===== src/rtl/cache_dre_ctrl.sv =====
// cache_dre_ctrl
//   Sequencer and arbiter for the byte-readable (DRE) RAM of the data cache.
//   It owns the ri_* write port and the sel mux of cache_rw_dre. It clears
//   every DRE entry after reset and on flush-all. It also performs single-line
//   invalidate/fill writes for the refill engine, and it stalls the rw
//   pipeline (rw_grant=0) only in the cycles where it writes the RAM.
//
// Ports
//   clk, rst           : clock and synchronous active-high reset
//   cmd_valid/ready    : command handshake; cmd_op 00 flush, 01 inv, 10 fill, 11 nop
//   cmd_addr, cmd_ch   : line address (bit 0 selects nibble) and way/channel
//   rw_req, rw_grant   : rw pipeline request and grant (grant is ~sel)
//   sel                : cache_rw_dre mux select, 1 routes ri_* to the RAM
//   ri_write*          : DRE write port (address, channel, enable, data)
//   busy, done         : operation in progress / one-cycle completion pulse
//
// state     | meaning
// ----------+-----------------------------------------------------------
// CLR       | clear walk over all entries x channels (also the reset state)
// IDLE      | rw pipeline owns the RAM, commands accepted
// LINE_WAIT | line op pending, yields to rw_req for at most STARVE_LIMIT cycles
// LINE_WR   | the single line write is on the ri_* port

module cache_dre_ctrl #(
  parameter int ADDR_WIDTH   = 8,
  parameter int STARVE_LIMIT = 4
) (
  input  logic                  clk,
  input  logic                  rst,
  input  logic                  cmd_valid,
  output logic                  cmd_ready,
  input  logic [1:0]            cmd_op,
  input  logic [ADDR_WIDTH-1:0] cmd_addr,
  input  logic [1:0]            cmd_ch,
  input  logic                  rw_req,
  output logic                  rw_grant,
  output logic                  sel,
  output logic [ADDR_WIDTH-1:0] ri_writeAddress,
  output logic [1:0]            ri_writeChannel,
  output logic                  ri_writeEnable,
  output logic [7:0]            ri_writeData,
  output logic                  busy,
  output logic                  done
);

  typedef enum logic [1:0] {CLR, IDLE, LINE_WAIT, LINE_WR} stateT;

  // Walk index is {entry, channel}; channel is the low (inner) field.
  localparam logic [ADDR_WIDTH:0] WalkOne    = {{ADDR_WIDTH{1'b0}}, 1'b1};
  localparam logic [3:0]          StarveInit = 4'(STARVE_LIMIT);

  stateT                 state, stateNext;
  logic [ADDR_WIDTH:0]   walkCnt, walkNext;
  logic [3:0]            waitCnt, waitNext;
  logic [ADDR_WIDTH-1:0] lineAddr, lineAddrNext;
  logic [1:0]            lineCh, lineChNext;
  logic                  lineFill, lineFillNext;

  logic                  selNext, weNext, readyNext, grantNext, busyNext, doneNext;
  logic [ADDR_WIDTH-1:0] addrNext;
  logic [1:0]            chNext;
  logic [7:0]            dataNext;
  logic [7:0]            lineData;

  assign lineData = !lineFill   ? 8'h00 :
                    lineAddr[0] ? 8'hF0 : 8'h0F;

  always_comb begin
    stateNext    = state;
    walkNext     = walkCnt;
    waitNext     = waitCnt;
    lineAddrNext = lineAddr;
    lineChNext   = lineCh;
    lineFillNext = lineFill;
    selNext      = 1'b0;
    weNext       = 1'b0;
    addrNext     = '0;
    chNext       = '0;
    dataNext     = 8'h00;
    readyNext    = 1'b0;
    grantNext    = 1'b1;
    busyNext     = 1'b1;
    doneNext     = 1'b0;

    case (state)
      CLR: begin
        // Index back at 0 after a write means the last entry just went out.
        // Right after reset no write has happened yet, so the walk starts.
        if (ri_writeEnable && (walkCnt == '0)) begin
          stateNext = IDLE;
          readyNext = 1'b1;
          busyNext  = 1'b0;
          doneNext  = 1'b1;
        end else begin
          selNext   = 1'b1;
          weNext    = 1'b1;
          grantNext = 1'b0;
          addrNext  = {walkCnt[ADDR_WIDTH:2], 1'b0};
          chNext    = walkCnt[1:0];
          walkNext  = walkCnt + WalkOne;
        end
      end

      IDLE: begin
        readyNext = 1'b1;
        busyNext  = 1'b0;
        if (cmd_valid && cmd_ready) begin
          case (cmd_op)
            2'b00: begin
              // First clear write goes out in the cycle right after accept.
              stateNext = CLR;
              readyNext = 1'b0;
              busyNext  = 1'b1;
              selNext   = 1'b1;
              weNext    = 1'b1;
              grantNext = 1'b0;
              walkNext  = WalkOne;
            end
            2'b01, 2'b10: begin
              stateNext    = LINE_WAIT;
              readyNext    = 1'b0;
              busyNext     = 1'b1;
              lineAddrNext = cmd_addr;
              lineChNext   = cmd_ch;
              lineFillNext = cmd_op[1];
              waitNext     = StarveInit;
            end
            default: doneNext = 1'b1;
          endcase
        end
      end

      LINE_WAIT: begin
        if (!rw_req || (waitCnt == '0)) begin
          stateNext = LINE_WR;
          selNext   = 1'b1;
          weNext    = 1'b1;
          grantNext = 1'b0;
          addrNext  = lineAddr;
          chNext    = lineCh;
          dataNext  = lineData;
        end else begin
          waitNext = waitCnt - 4'd1;
        end
      end

      LINE_WR: begin
        stateNext = IDLE;
        readyNext = 1'b1;
        busyNext  = 1'b0;
        doneNext  = 1'b1;
      end

      default: stateNext = CLR;
    endcase
  end

  always_ff @(posedge clk) begin
    if (rst) begin
      state           <= CLR;
      walkCnt         <= '0;
      waitCnt         <= '0;
      lineAddr        <= '0;
      lineCh          <= '0;
      lineFill        <= 1'b0;
      sel             <= 1'b0;
      ri_writeEnable  <= 1'b0;
      ri_writeAddress <= '0;
      ri_writeChannel <= '0;
      ri_writeData    <= 8'h00;
      cmd_ready       <= 1'b0;
      rw_grant        <= 1'b0;
      busy            <= 1'b1;
      done            <= 1'b0;
    end else begin
      state           <= stateNext;
      walkCnt         <= walkNext;
      waitCnt         <= waitNext;
      lineAddr        <= lineAddrNext;
      lineCh          <= lineChNext;
      lineFill        <= lineFillNext;
      sel             <= selNext;
      ri_writeEnable  <= weNext;
      ri_writeAddress <= addrNext;
      ri_writeChannel <= chNext;
      ri_writeData    <= dataNext;
      cmd_ready       <= readyNext;
      rw_grant        <= grantNext;
      busy            <= busyNext;
      done            <= doneNext;
    end
  end

endmodule


===== config.mk =====
export PLATFORM = sky130hd
export DESIGN_NAME = cache_dre_ctrl
export DESIGN_NICKNAME = d
export VERILOG_FILES = /design/src/rtl/cache_dre_ctrl.sv
export SDC_FILE = /design/constraint.sdc
export NUM_CORES = 1
export LEC_CHECK = 0
export CORE_UTILIZATION = 40
export DETAILED_ROUTE_END_ITERATION = 10
export PLACE_DENSITY = 0.61
export RECOVER_POWER = 100
export SYNTH_ARGS = -nofsm -noshare
export SYNTH_HDL_FRONTEND = slang
export SYNTH_SLANG_ARGS = --single-unit

===== constraint.sdc =====
create_clock -name clk -period 4.55 [get_ports clk]
set_clock_uncertainty 0.15 [all_clocks]
set_input_delay 0.91 -clock clk [delete_from_list [all_inputs] [get_ports clk]]
set_output_delay 0.91 -clock clk [all_outputs]
set_load 0.01 [all_outputs]

==> results by group <==
STA
  • Maximum operating frequency: around 0.32 GHz
  • Slew @ Worst Pin: 1.102 ns
  • Final setup fails: 0
  • Setup_tns: 0 ns
  • Slew Limit Fails: 0
  • RSZ-0062 raised after global routing: no
  • Final WS setup: 1.388 ns
  • Worst hold slack: 0.2957 ns
  • Final Hold Fails: 0
  • Period utilization: 0.6949
  • Crit path time final: between 3 and 4 ns
  • Slew HR: 0.2652

Die
  • Die Area: 5466 sq um
  • Site Rows: 25
  • Die W: 73.93 um
  • IO Pins: 40
  • Die height: 73.93 um
  • Core footprint: 4848 sq um
  • Starting Density: 0.4268

Power and ir drop
  • Cell Pwr Density: 426.7 nW/um^2
  • P_leak: ~0.94 nW
  • VDD IR max: around 0.00026 V

Synthesis
  • Synth Area in Adders: 0.06651
  • Synth async-reset ratio: 0
  • Synth Cell Area: 2069 sq um
  • Synthesized instance count: 239
  • Yosys warns: 0
  • Predominant post-synthesis flop cell: dfxtp_1
  • Post-synth top area share: 0.4160
  • Synth Area in Compound Gates: 0.2068
  • Largest family of logic cells by synthesized area: simple AND/OR/NAND/NOR gates
  • Mapped Avg Cell Area: 8.659 sq um
  • Post-synthesis mux area share: 0.004837
  • Main area contributors after synthesis: dfxtp_1, ha_1, nand2_1, a21oi_1, nor2_1
  • Syn Nets: between 200 and 300
  • Number of synthesized flops with an enable pin: 0
  • #FFs+latches synth: 43
  • Synth cell types: 50
  • Synth Area in Simple Gates: 0.2304
  • Sequential fraction of the synthesis area: 0.4160
  • Cell taking the most area after synthesis: dfxtp_1
  • Post-Synth XOR/XNOR Area: 0

Layout
  • Number of diodes: 0
  • Fin nets: a little under 300
  • Fillers: 470
  • Area of the multi-input gates: roughly 1000 sq um
  • Area Overhead vs Synth: 23.58%
  • Reg area: 860.8 sq um
  • Final Cell Area: between 2000 and 3000 sq um
  • Fin util: 0.5275
  • Share of post-route cells with drive strength above 1: 0.06320

Global routing
  • First-pass GRT wire length: 8.004 mm
  • Largest net degree at the start of global routing: 19
  • Initial antenna violation count: 0
  • Total gr overflow: 0
  • Overall routing resource usage: 0.1940
  • Vias in the first global route: 1667

Worst hold path
  • Hold WC Path Type: flop to flop
  • Hold Path End: ri_writeData[3]
  • Worst Hold Depth: 1
  • Min-delay src: lineAddr[0]

Route
  • Wirelength per Cell: 14.30 um
  • First-pass DRT Iterations: 4
  • # DRC: 0
  • Drt via density: between 5 and 6
  • Post-route ant nets: 0
  • Initial detailed-routing violation count: 139
  • Final wirelength: a little under 5 mm
  • Vias: around 1700

CTS
  • Post-CTS setup buffer count: 0
  • CTS tree: built
  • Clock root buffer master: clkbuf_8
  • H-Tree Depth: 2
  • Worst-Skew Late Latency: around 0.30 ns
  • Clock Sink Count: 43
  • Clock slew at reported path FFs: 0.08 ns
  • Max Root-Sink Buffers: 2
  • CTS Hold Buffers Added: 0
  • CTS buffer count: 5
  • Post_cts resized: 0

Placement
  • Post-DP HPWL: between 3 and 4 mm
  • DP Worst Slack: roughly 1.2 ns
  • Number of I/O port buffers: 39
  • Cell Area, Placed: ~2400 sq um
  • Final GP Congestion: 0.8175

Worst setup path
  • Req. time, crit path: 4.62 ns
  • Crit Path Class: input port to flop
  • R2r endpoint: waitCnt[1]
  • Reg-to-reg slack, setup: approximately 1.8 ns
  • CP arrival: 3.23 ns
  • RR Startpoint: state[1]
  • Crit. End Element: flop
  • Critical path launch point type: input port
  • R2R cell count: 6
  • CP Max Fanout: 13

Flow run
  • Number of max-cap violations: 0

Status
  • Status: complete, no violations
[registers in the layout, indices dropped and copies added, names as in the netlist]
register and flops:
lineFill 1, cmd_ready 1, ri_writeAddress 8, rw_grant 1, busy 1, ri_writeEnable 1
ri_writeChannel 2, walkCnt 9, ri_writeData 2, lineCh 2, done 1, lineAddr 8
state 2, waitCnt 4
[worst max-delay path, stage by stage]
cell and delay, ns:
dlygate4sd3_1 0.57, inv_1 0.05, ha_1 0.30, nand4_1 0.49
o21a_1 0.34, or4_1 0.41, a21oi_1 0.15
[report_power, final]
part | switching [mW] | total, mW | internal, mW
sequential | 0.0336 | 0.447 | 0.413
clock | 0.136 | 0.314 | 0.178
combinational | 0.189 | 0.331 | 0.141
[per-layer routing]
| metal | global-route usage | part of all wire | vias up |
|---|---|---|---|
| li1 | - | - | 905 |
| met1 | 0.2624 | 0.48 | 781 |
| met2 | 0.3141 | 0.48 | 34 |
| met3 | 0.03117 | 0.033 | 4 |
| met4 | 0.06838 | 0.0065 | 0 |
| met5 | 0 | 0 | - |
[cell type report]
type,instances,area share
repair buffers,40,0.1541
flip-flops and latches,43,0.3366
clock inverters,2,0.01370
multi-input cells,164,0.4100
inverters,14,0.02055
well taps,67,0.03278
clock buffers,6,0.03229
[metrics by stage]
step / power, mW / instances
global route: 1.151 / 336
global placement: 0.8006 / 328
CTS: 1.108 / 336
finish: 1.091 / 336
floorplan: 0.6853 / 239
detailed placement: 0.7997 / 328
[placed cells by master, fill, tap and decap left out, drive strengths merged, types with 2 or more instances in the layout]
cell type       n
dfxtp          43
nand2          31
dlygate4sd3    26
a21oi          22
nor2           15
inv            14
clkdlybuf4s50  13
ha             11
nand4           8
nand3           8
o21ai           8
a22oi           7
clkbuf          7
nor3            5
o211ai          4
a31oi           4
or3             4
a2bb2oi         3
nand2b          2
and2            2
nor4            2
nand4b          2
o21a            2
nor4b           2
a21boi          2
a32oi           2
or4             2
and3            2
[Yosys cell counts (7+ instances only)]
library cell / n
clkbuf_1: 8
nand2_1: 31
nand3_1: 8
ha_1: 11
a22oi_1: 7
dfxtp_1: 43
inv_1: 14
o21ai_0: 7
nand4_1: 8
a21oi_1: 21
buf_4: 7
nor2_1: 15
[cell families (layout without fill, tap and decap cells)]
kind of cell | Yosys count | after routing
muxes | 1 | 1
buffers and inverters | 32 | 62
DFF | 43 | 43
and+or+nand+nor | 91 | 91
AOI/OAI and AO/OA | 61 | 61
adders and majority gates | 11 | 11
[how the worst max path moves through the flow]
| stage | end | depth (start not counted) | start | slack, ns |
|---|---|---|---|---|
| global route | waitCnt[1] | 7 | cmd_op[1] | 1.20 |
| global placement | waitCnt[1] | 7 | cmd_op[1] | 1.25 |
| finish | waitCnt[1] | 7 | cmd_op[1] | 1.39 |
| detailed placement | waitCnt[1] | 7 | cmd_op[1] | 1.17 |
| floorplan | waitCnt[1] | 6 | cmd_op[0] | 2.28 |
| CTS | waitCnt[1] | 7 | cmd_op[1] | 1.45 |
Note: power is estimated with default switching activity, not from simulation.
